File: src/rtl/tcs_serial_cmp_if.sv
// rtl/tcs_serial_cmp_if.sv - request/result bundle for the digit-serial magnitude comparator
interface tcs_serial_cmp_if #(
    parameter int WIDTH = 8
);
    logic             start;
    logic [WIDTH-1:0] a;
    logic [WIDTH-1:0] b;
    logic             eq_in;
    logic             gt_in;
    logic             busy;
    logic             done;
    logic             eq_out;
    logic             gt_out;

    modport master (
        output start, a, b, eq_in, gt_in,
        input  busy, done, eq_out, gt_out
    );

    modport slave (
        input  start, a, b, eq_in, gt_in,
        output busy, done, eq_out, gt_out
    );
endinterface

File: src/rtl/tcs_serial_cmp.sv
// rtl/tcs_serial_cmp.sv - cascadable digit-serial comparator, MSB slice first; TCS_SIGNED_CMP_EN selects two's complement operands
module tcs_serial_cmp #(
    parameter int WIDTH = 8,
    parameter int DIGIT = 2
) (
    input  logic             clk,
    input  logic             reset,
    tcs_serial_cmp_if.slave  cmp
);
    localparam int NUM_DIGITS = WIDTH / DIGIT;
    localparam int IDX_W      = (NUM_DIGITS > 1) ? $clog2(NUM_DIGITS) : 1;
    localparam logic [IDX_W-1:0] LAST_IDX = IDX_W'(NUM_DIGITS - 1);

    typedef enum logic {
        IDLE,
        CMP
    } state_t;

    state_t             state_q, state_d;
    logic [WIDTH-1:0]   a_q, a_d;
    logic [WIDTH-1:0]   b_q, b_d;
    logic [IDX_W-1:0]   idx_q, idx_d;
    logic               done_q, done_d;
    logic               eq_q, eq_d;
    logic               gt_q, gt_d;
    logic [DIGIT-1:0]   a_sl, b_sl;

    // Operands shift left as slices match, so the slice under test is always the top one.
    always_comb begin
        a_sl = a_q[WIDTH-1 -: DIGIT];
        b_sl = b_q[WIDTH-1 -: DIGIT];
`ifdef TCS_SIGNED_CMP_EN
        if (idx_q == LAST_IDX) begin
            a_sl[DIGIT-1] = ~a_sl[DIGIT-1];
            b_sl[DIGIT-1] = ~b_sl[DIGIT-1];
        end
`else
`endif
    end

    always_comb begin
        state_d = state_q;
        a_d     = a_q;
        b_d     = b_q;
        idx_d   = idx_q;
        done_d  = 1'b0;
        eq_d    = eq_q;
        gt_d    = gt_q;
        case (state_q)
            IDLE: begin
                if (cmp.start) begin
                    a_d = cmp.a;
                    b_d = cmp.b;
                    if (cmp.eq_in) begin
                        idx_d   = LAST_IDX;
                        state_d = CMP;
                    end else begin
                        eq_d   = 1'b0;
                        gt_d   = cmp.gt_in;
                        done_d = 1'b1;
                    end
                end
            end
            CMP: begin
                if (a_sl > b_sl) begin
                    eq_d    = 1'b0;
                    gt_d    = 1'b1;
                    done_d  = 1'b1;
                    state_d = IDLE;
                end else if (a_sl < b_sl) begin
                    eq_d    = 1'b0;
                    gt_d    = 1'b0;
                    done_d  = 1'b1;
                    state_d = IDLE;
                end else if (idx_q != '0) begin
                    idx_d = idx_q - IDX_W'(1);
                    a_d   = a_q << DIGIT;
                    b_d   = b_q << DIGIT;
                end else begin
                    eq_d    = 1'b1;
                    gt_d    = 1'b0;
                    done_d  = 1'b1;
                    state_d = IDLE;
                end
            end
            default: state_d = IDLE;
        endcase
    end

    always_ff @(posedge clk or negedge reset) begin
        if (!reset) begin
            state_q <= IDLE;
            a_q     <= '0;
            b_q     <= '0;
            idx_q   <= '0;
            done_q  <= 1'b0;
            eq_q    <= 1'b0;
            gt_q    <= 1'b0;
        end else begin
            state_q <= state_d;
            a_q     <= a_d;
            b_q     <= b_d;
            idx_q   <= idx_d;
            done_q  <= done_d;
            eq_q    <= eq_d;
            gt_q    <= gt_d;
        end
    end

    assign cmp.busy   = (state_q == CMP);
    assign cmp.done   = done_q;
    assign cmp.eq_out = eq_q;
    assign cmp.gt_out = gt_q;
endmodule

File: src/flat_wrapper.sv
// flat-port wrapper written by rule: the top's interface ports become plain ports
module tcs_serial_cmp_flat 
#(
    parameter int WIDTH = 8,
    parameter int DIGIT = 2
)
  (clk, reset, cmp_start, cmp_a, cmp_b, cmp_eq_in, cmp_gt_in, cmp_busy, cmp_done, cmp_eq_out, cmp_gt_out);
  tcs_serial_cmp_if #(.WIDTH(WIDTH)) cmp_i ();
  input  logic clk;
  input  logic reset;
  input wire logic [$bits(cmp_i.start)-1:0] cmp_start;
  input wire logic [$bits(cmp_i.a)-1:0] cmp_a;
  input wire logic [$bits(cmp_i.b)-1:0] cmp_b;
  input wire logic [$bits(cmp_i.eq_in)-1:0] cmp_eq_in;
  input wire logic [$bits(cmp_i.gt_in)-1:0] cmp_gt_in;
  output wire logic [$bits(cmp_i.busy)-1:0] cmp_busy;
  output wire logic [$bits(cmp_i.done)-1:0] cmp_done;
  output wire logic [$bits(cmp_i.eq_out)-1:0] cmp_eq_out;
  output wire logic [$bits(cmp_i.gt_out)-1:0] cmp_gt_out;
  assign cmp_i.start = cmp_start;
  assign cmp_i.a = cmp_a;
  assign cmp_i.b = cmp_b;
  assign cmp_i.eq_in = cmp_eq_in;
  assign cmp_i.gt_in = cmp_gt_in;
  assign cmp_busy = cmp_i.busy;
  assign cmp_done = cmp_i.done;
  assign cmp_eq_out = cmp_i.eq_out;
  assign cmp_gt_out = cmp_i.gt_out;
  tcs_serial_cmp #(.WIDTH(WIDTH), .DIGIT(DIGIT)) u_core (.clk(clk), .reset(reset), .cmp(cmp_i));
endmodule
File: config.mk
export PLATFORM = sky130hd
export DESIGN_NAME = tcs_serial_cmp_flat
export DESIGN_NICKNAME = d
export VERILOG_FILES = /design/src/rtl/tcs_serial_cmp_if.sv /design/src/rtl/tcs_serial_cmp.sv /design/src/flat_wrapper.sv
export SDC_FILE = /design/constraint.sdc
export NUM_CORES = 1
export LEC_CHECK = 0
export ABC_AREA = 1
export BUFFER_PORTS_ARGS = -buffer_cell sky130_fd_sc_hd__buf_2
export CAP_MARGIN = 10
export CORE_AREA = 2 2 51 53
export CTS_CLUSTER_DIAMETER = 150
export DETAILED_ROUTE_END_ITERATION = 10
export DIE_AREA = 0 0 53 55
export MAX_ROUTING_LAYER = met4
export PLACE_DENSITY = 0.76
export SKIP_CTS_REPAIR_TIMING = 1
export SLEW_MARGIN = 20
export SYNTH_ARGS = -nofsm -noshare
export SYNTH_HDL_FRONTEND = slang
export SYNTH_SLANG_ARGS = --single-unit
export TNS_END_PERCENT = 1
File: constraint.sdc
create_clock -name clk -period 1.7 [get_ports clk]
set_input_delay 0.085 -clock clk [delete_from_list [all_inputs] [get_ports clk]]
set_output_delay 0.085 -clock clk [all_outputs]
set_load 0.02 [all_outputs]
**Word level (Yosys, flattened, before mapping)**

Cells that the tools add are included.

- Flip-flop bits (word level): 22
- Bits of input ports: 21
- Output and inout port bits: 4
- Word-level logic and storage cells: 62

- Add/subtract/negate cells: 1
- Magnitude comparators: 2
- Equal/unequal tests: 7
- Multiplexer cells: 40
- Bitwise logic cells: 1
- Reductions and logical operators: 4

Operators with widths:

| cell | count |
|---|---|
| two-way mux 8 bit | 8 |
| one-hot mux 8 bit (2 select lines) | 2 |
| two-way mux 1 bit | 20 |
| != test 2 bit, second input constant | 6 |
| two-way mux 2 bit | 5 |
| one-hot mux 1 bit (2 select lines) | 4 |
| AND reduction 5 bit | 1 |
| != test 4 bit, second input constant | 1 |
| one-hot mux 2 bit (2 select lines) | 1 |
| AND reduction 4 bit | 1 |
| AND reduction 3 bit | 1 |
| greater-than comparator 2 bit | 1 |
| less-than comparator 2 bit | 1 |
| nonzero test 2 bit | 1 |
| subtractor 2 x 1 -> 2 bit, second input constant | 1 |
| inverter 1 bit | 1 |

**Depth between registers and ports, before layout**

Gate-level depths: netlist (run 1).

- Depth in word-level cells: 5
- Gate-level depth with buffers: 11
- Mapped depth without buffers: 10

**Worst setup path before layout (run 1)**

No wires, ideal clock.

- Path type: register -> register
- From: register u_core.b_q[7]
- To: register u_core.gt_q, in the netlist u_core.cmp.gt_out
- Library setup time: 0.117 ns
- Arrival time: 1.236 ns
- Required time: 1.583 ns
- Slack: 0.347 ns
- Stages on the path, launching flop included: 10
- Path buffers: 1
- Period minus slack after synthesis: 1.353 ns
- Cell sequence: dfrtp_1 -> inv_1 -> ha_1 -> nand2_1 -> nand2_1 -> nand2_1 -> nand2_4 -> buf_4 -> nand3_1 -> nand2_1

- Word-level cells in the longest chain between the ends: 4
- Elaborated cells on any way between the ends: 7
- Classes of those cells: 2 x order compare; 1 x eq/ne; 3 x mux; 1 x reduce/logical

Ends and longest elaborated chain:

| element | line | text |
|---|---|---|
| start, declared | tcs_serial_cmp.sv:21 | `logic [WIDTH-1:0] b_q, b_d;` |
| start signal, assigned | tcs_serial_cmp.sv:94 | `b_q <= '0;` |
| start signal, assigned | tcs_serial_cmp.sv:102 | `b_q <= b_d;` |
| less-than comparator 2 bit | tcs_serial_cmp.sv:70 | `end else if (a_sl < b_sl) begin` |
| two-way mux 1 bit | tcs_serial_cmp.sv:70 |  |
| two-way mux 1 bit | tcs_serial_cmp.sv:65 | `if (a_sl > b_sl) begin` |
| one-hot mux 1 bit (2 select lines) | tcs_serial_cmp.sv:49 | `case (state_q)` |
| end signal, assigned | tcs_serial_cmp.sv:106 | `gt_q <= gt_d;` |
| end, declared | tcs_serial_cmp.sv:25 | `logic gt_q, gt_d;` |

Parallel ways exist; a longest one is shown, timed or not.
A chain may end at the register's enable or synchronous reset.

**Worst setup path after layout (run 1)**

- From: register u_core.a_q[7]
- To: register u_core.b_q[2]

- Word-level cells in the longest chain between the ends: 3
- Elaborated cells on any way between the ends: 5
- Classes of those cells: 2 x order compare; 2 x eq/ne; 1 x reduce/logical

Ends and longest elaborated chain:

| element | line | text |
|---|---|---|
| start, declared | tcs_serial_cmp.sv:20 | `logic [WIDTH-1:0] a_q, a_d;` |
| start signal, assigned | tcs_serial_cmp.sv:93 | `a_q <= '0;` |
| start signal, assigned | tcs_serial_cmp.sv:101 | `a_q <= a_d;` |
| greater-than comparator 2 bit or less-than comparator 2 bit (tied branches) | tcs_serial_cmp.sv:65, tcs_serial_cmp.sv:70 |  |
| != test 2 bit (no line) | -- |  |
| AND reduction 4 bit (no line) (*) | -- |  |

Every way passes the cells marked *; elsewhere a longest branch is shown, timed or not.

==> results.yml, run 1 <==
hold_path:
  hold-path-cell-count: 3
  hold_end: "u_core.b_q[0]$_DFFE_PN0P_"
  hold_start: "cmp_b[0]"
  hold_class: "input pin to register"
route:
  viasPerCell: 4.93
  first_pass_iters: 4
  drt_iter0_markers: 19
  drt_wl_total_um: 2570
  vias: 1074
  wl_per_cell_um: 11.8
  drc: 0
  ant_nets: 0
worst_setup_path:
  path_cells: "ha_1, nand2_1, nand2_1, nand2_1, nand2_4, nand2_4, nand2_1, nand2_1"
  worstReg2RegEnd: "u_core.b_q[2]$_DFFE_PN0P_"
  start_kind: "register"
  max_stage_delay_ps: 410
  reg2reg_depth: 8
  worstPathRequired_ps: 1910
  cp-end-kind: "register"
  ff2ff_setup_slack_ps: 180
  crit_slowest_cell: "dfrtp_1"
  r2r_start: "u_core.a_q[7]$_DFFE_PN0P_"
  path_class: "register to register"
  cpMostUsedCell: "nand2_1"
  crit_arrival_ps: 1740
  worstPathMaxFanout: 16
outcome:
  status: "finished with violations"
  violations: "negative hold slack"
power_and_ir_drop:
  clkPwrFrac_pct: 17.3
  power_frac_seq_pct: 38.7
  pwr-share-comb_pct: 44.0
  p_leak_nw: 0.829
  p_sw_share_pct: 40.7
  vdd_drop_max_mv: 0.896
  p_int_w: 0.00139
  power.switching_w: 0.000957
  power_density_nw_per_um2: 1680
synthesis:
  netlist_area_um2: 1180
  synth_area_per_cell_um2: 7.47
  synth_cell_type_count: 16
  syn-instance-count: 158
  syn-num-nets: 182
  synth_seq_cells: 22
  synth-seq-area-share_pct: 46.7
  synth_warnings: 0
final_layout:
  area_delta_synth_final_pct: 18.9
  diodes: 0
  multi_input_area_um2: 534
  regArea_um2: 551
  final_common_cell: "nand2_1"
  final_cell_mix: "86 x nand2_1, 24 x buf_2, 22 x dfrtp_1"
  final_nets: 213
  fillers: 227
  drive_gt1_share_pct: 22.9
  design_area_um2: 1400
clock_network:
  cts_tree: "yes"
  cts.clk_slew.worst_paths_ps: 130
  cts.path.max_buffers: 2
  htreeDepth: 1
  clock_latency_ps: 310
  clkSinkCount: 22
  cts.root.buffer_cell: "clkbuf_4"
  cts_buffers: 3
timing:
  rsz0062_at_grt: "false"
  slew_headroom_pct: 66.9
  worstMarginPinSlew_ps: 496
  holdWs_ps: -9.29
  setup_violations: 0
  fmax_ghz: 0.657
  skew_ps: 9.08
  min_period_over_period_pct: 89.6
  setup_tns_ps: 0
  maxSlewViolCount: 0
  fin_crit_ps: 1520
  finalHoldViolCount: 1
place:
  io_buffers: 24
  place_area_um2: 1290
  place_hpwl_um: 1760
  globalplace.congestion: 0.884
die:
  dieArea_um2: 2920
  core.rowCount: 18
  core_area_um2: 2360
  dieWidth_um: 53
  die_y_um: 55
  boundaryPins: 25
  start_util_pct: 49.9
global_routing:
  grt_pass1_wl_um: 4010
  grt_usage_pct: 19.9
  antenna_found_initial: 0
  grt_overflow_total: 0
  grt_max_degree: 23
  grt_pass1_vias: 942
flow_run:
  drv_cap: 0
==> power by group through the flow <==
stage / sequential, W / clock, W / combinational (W)
floorplan: 0.000922 / 0 / 0.000729
global placement: 0.000912 / 0 / 0.000899
detailed placement: 0.000920 / 0 / 0.000943
CTS: 0.000909 / 0.000411 / 0.000954
global route: 0.000934 / 0.000430 / 0.00120
finish: 0.000909 / 0.000407 / 0.00103
==> cell usage after synthesis (all sizes together) <==
master  instances  area [um2]
a21oi           3        18.8
buf             7        57.6
dfrtp          22         551
ha              3        37.5
inv            10        37.5
nand2          88         345
nand3          21         105
nand4           1        6.26
nor2            3        21.3
==> cell type report <==
class / count / share of cell area (%)
sequential: 22 / 39.3
multi-input combinational: 119 / 38.1
timing repair buffer: 33 / 13.6
inverter: 10 / 2.68
tap: 30 / 2.68
clock inverter: 1 / 2.14
clock buffer: 3 / 1.61
==> per-stage QoR <==
stage	util [%]	std cells	setup slack [ps]	power [W]
after floorplan	-	158	347	0.00165
after global placement	54.8	207	242	0.00181
after detailed placement	54.8	207	175	0.00186
after CTS	57.0	211	142	0.00227
after global routing	59.3	218	43.4	0.00256
final	59.3	218	177	0.00235
==> worst max-delay path by stage <==
stage	end	from	slack, ps	depth (start not counted)
2_1_floorplan	u_core.cmp.gt_out$_DFFE_PN0P_	u_core.b_q[7]$_DFFE_PN0P_	350	9
3_3_place_gp	u_core.b_q[7]$_DFFE_PN0P_	u_core.a_q[7]$_DFFE_PN0P_	240	8
3_5_place_dp	u_core.b_q[7]$_DFFE_PN0P_	u_core.a_q[7]$_DFFE_PN0P_	180	8
4_1_cts	u_core.b_q[2]$_DFFE_PN0P_	u_core.a_q[7]$_DFFE_PN0P_	140	8
5_1_grt	u_core.b_q[7]$_DFFE_PN0P_	u_core.b_q[7]$_DFFE_PN0P_	40	9
6_report	u_core.b_q[2]$_DFFE_PN0P_	u_core.a_q[7]$_DFFE_PN0P_	180	8
==> critical path: cells and delay by family, from the launching register on <==
kind          cells  cell delay, ps
fa+ha+maj         1             300
flops             1             410
simple gates      7             720
==> registers in the layout, summed over array words and instances, names as in the netlist <==
name               cells
u_core.cmp.done        1
u_core.cmp.gt_out      1
u_core.idx_q           2
u_core.cmp.eq_out      1
u_core.cmp.busy        1
u_core.b_q             8
u_core.a_q             8
==> routing by layer <==
metal,vias to the layer above,part of all wire [%],track usage [%]
li1,547,-,-
met1,503,46,24.9
met2,20,50,32.1
met3,4,3.6,3.76
met4,0,0.90,8.12
met5,-,0,-
==> cell families after synthesis <==
logic type      synth area share, %
flops                          46.7
simple gates                   40.5
buf+inv                        8.06
compound gates                 1.59
fa+ha+maj                      3.18
Note: power is estimated with default switching activity, not from simulation.
==> inputs of run 2 (changes only) <==
clock period = 1.5 ns   (was 1.7 ns; I/O delays follow)
==> run 2 against run 1 <==
Compared with the run above:
- the flow still finishes with violations (negative hold slack)
- sequential cell count unchanged
- maximum frequency up 6.0%
- sequential power up 16%
- total power up 16%
- critical path type unchanged
==> results.yml, run 2 (synthesis results as in run 1) <==
route:
  drt_wl_total_um: 2550
  drt_iter0_markers: 25
  wl_per_cell_um: 11.6
  drc: 0
  vias: 1106
  first_pass_iters: 4
  viasPerCell: 5.03
  ant_nets: 0
clock_network:
  htreeDepth: 1
  clkSinkCount: 22
  cts_tree: "yes"
  cts_buffers: 3
  clock_latency_ps: 310
  cts.root.buffer_cell: "clkbuf_4"
  cts.clk_slew.worst_paths_ps: 120
  cts.path.max_buffers: 2
global_routing:
  grt_overflow_total: 0
  grt_pass1_vias: 1060
  grt_max_degree: 23
  grt_usage_pct: 21.3
  grt_pass1_wl_um: 4430
  antenna_found_initial: 0
final_layout:
  final_cell_mix: "83 x nand2_1, 24 x buf_2, 21 x nand3_1, 21 x dfrtp_1, 7 x inv_1"
  final_nets: 215
  area_delta_synth_final_pct: 23.4
  post-route-util_pct: 61.6
  final_common_cell: "nand2_1"
  multi_input_area_um2: 577
  regArea_um2: 552
  fin_cells: 220
  diodes: 0
  top_regs: "u_core.a_q x8, u_core.b_q x8, u_core.idx_q x2"
  fillers: 217
  drive_gt1_share_pct: 26.8
  design_area_um2: 1460
die:
  dieArea_um2: 2920
  die_y_um: 55
  dieWidth_um: 53
  boundaryPins: 25
  start_util_pct: 49.9
  core_area_um2: 2360
  core.rowCount: 18
power_and_ir_drop:
  p_leak_nw: 0.838
  vdd_drop_max_mv: 1.17
  power_density_nw_per_um2: 1870
  power_w: 0.00272
outcome:
  violations: "negative hold slack"
  status: "finished with violations"
timing:
  rsz0062_at_grt: "true"
  min_period_over_period_pct: 95.7
  skew_ps: 6.84
  setup_violations: 0
  fin_crit_ps: 1440
  finalHoldViolCount: 2
  worstMarginPinSlew_ps: 490
  maxSlewViolCount: 0
  slew_headroom_pct: 67.3
  fmax_ghz: 0.696
  holdWs_ps: -16.7
place:
  place_inst: 208
  place_area_um2: 1320
  io_buffers: 24
  globalplace.congestion: 0.902
  place_hpwl_um: 1790
worst_setup_path:
  worstPathMaxFanout: 5
  crit_arrival_ps: 1660
  worstPathRequired_ps: 1720
  cp-end-kind: "register"
  start_kind: "register"
  path_class: "register to register"
flow_run:
  drv_cap: 0
hold_path:
  hold_class: "input pin to register"
run 2: cell count changes in the layout (fill, tap and decap cells not counted), sizes merged:
cell | previous run | this run
clkbuf | 3 | 4
bufinv | 1 | 0
nand2 | 88 | 89
dlygate4sd3 | 1 | 2
run 2: final cells by class:
cell class	count	area share, %
well taps	30	2.58
inverters	10	2.58
multi-input cells	120	39.6
clock buffers	4	2.49
flip-flops and latches	22	37.9
repair buffers	34	14.9
run 2: path summary, 6_finish.rpt:
kind | from | endpoint | slack (ps) | cells after the start
worst min-delay path | cmp_a[0] | u_core.a_q[0]$_DFFE_PN0P_ | -20 | 3
max in group asynchronous | reset | u_core.cmp.busy$_DFF_PN0_ | 900 | 2
worst max register to register | u_core.b_q[7]$_DFFE_PN0P_ | u_core.a_q[7]$_DFFE_PN0P_ | 60 | 9
min in group asynchronous | reset | u_core.b_q[4]$_DFFE_PN0P_ | 240 | 2
worst max-delay path | u_core.b_q[7]$_DFFE_PN0P_ | u_core.a_q[7]$_DFFE_PN0P_ | 60 | 9
worst min register to register | u_core.a_q[2]$_DFFE_PN0P_ | u_core.a_q[2]$_DFFE_PN0P_ | 490 | 2
run 2: per-stage QoR:
step                      setup TNS [ps]  hold WS [ps]  setup WS (ps)
after floorplan                        0          -221            147
after CTS                           -484          -284          -51.4
after global routing                -302          15.1          -53.6
after global placement                 0          63.2           39.1
final                                  0         -16.7           63.8
after detailed placement            -120          65.3          -22.8
run 2: per-layer routing:
metal  vias up  wire, um  GRT usage, %
met5         -         0             -
met4         0        46          8.55
met3         4        82          2.69
met2        26      1300          35.4
met1       521      1120          26.6
li1        555         -             -
run 2: worst max-delay path: stages (launching register included):
cell and delay [ps]:
dfrtp_1 410, inv_1 100, ha_4 210, nand2_1 70
nand2_2 80, nand2_4 100, nand2_4 90, buf_4 160
nand3_1 60, nand2_1 50
run 2: power by group:
part           switching [W]  internal, W  total [W]  leakage [nW]
sequential          0.000185     0.000860    0.00105         0.271
clock               0.000182     0.000148   0.000330        0.0210
combinational       0.000802     0.000539    0.00134         0.546
total                0.00117      0.00155    0.00272         0.838
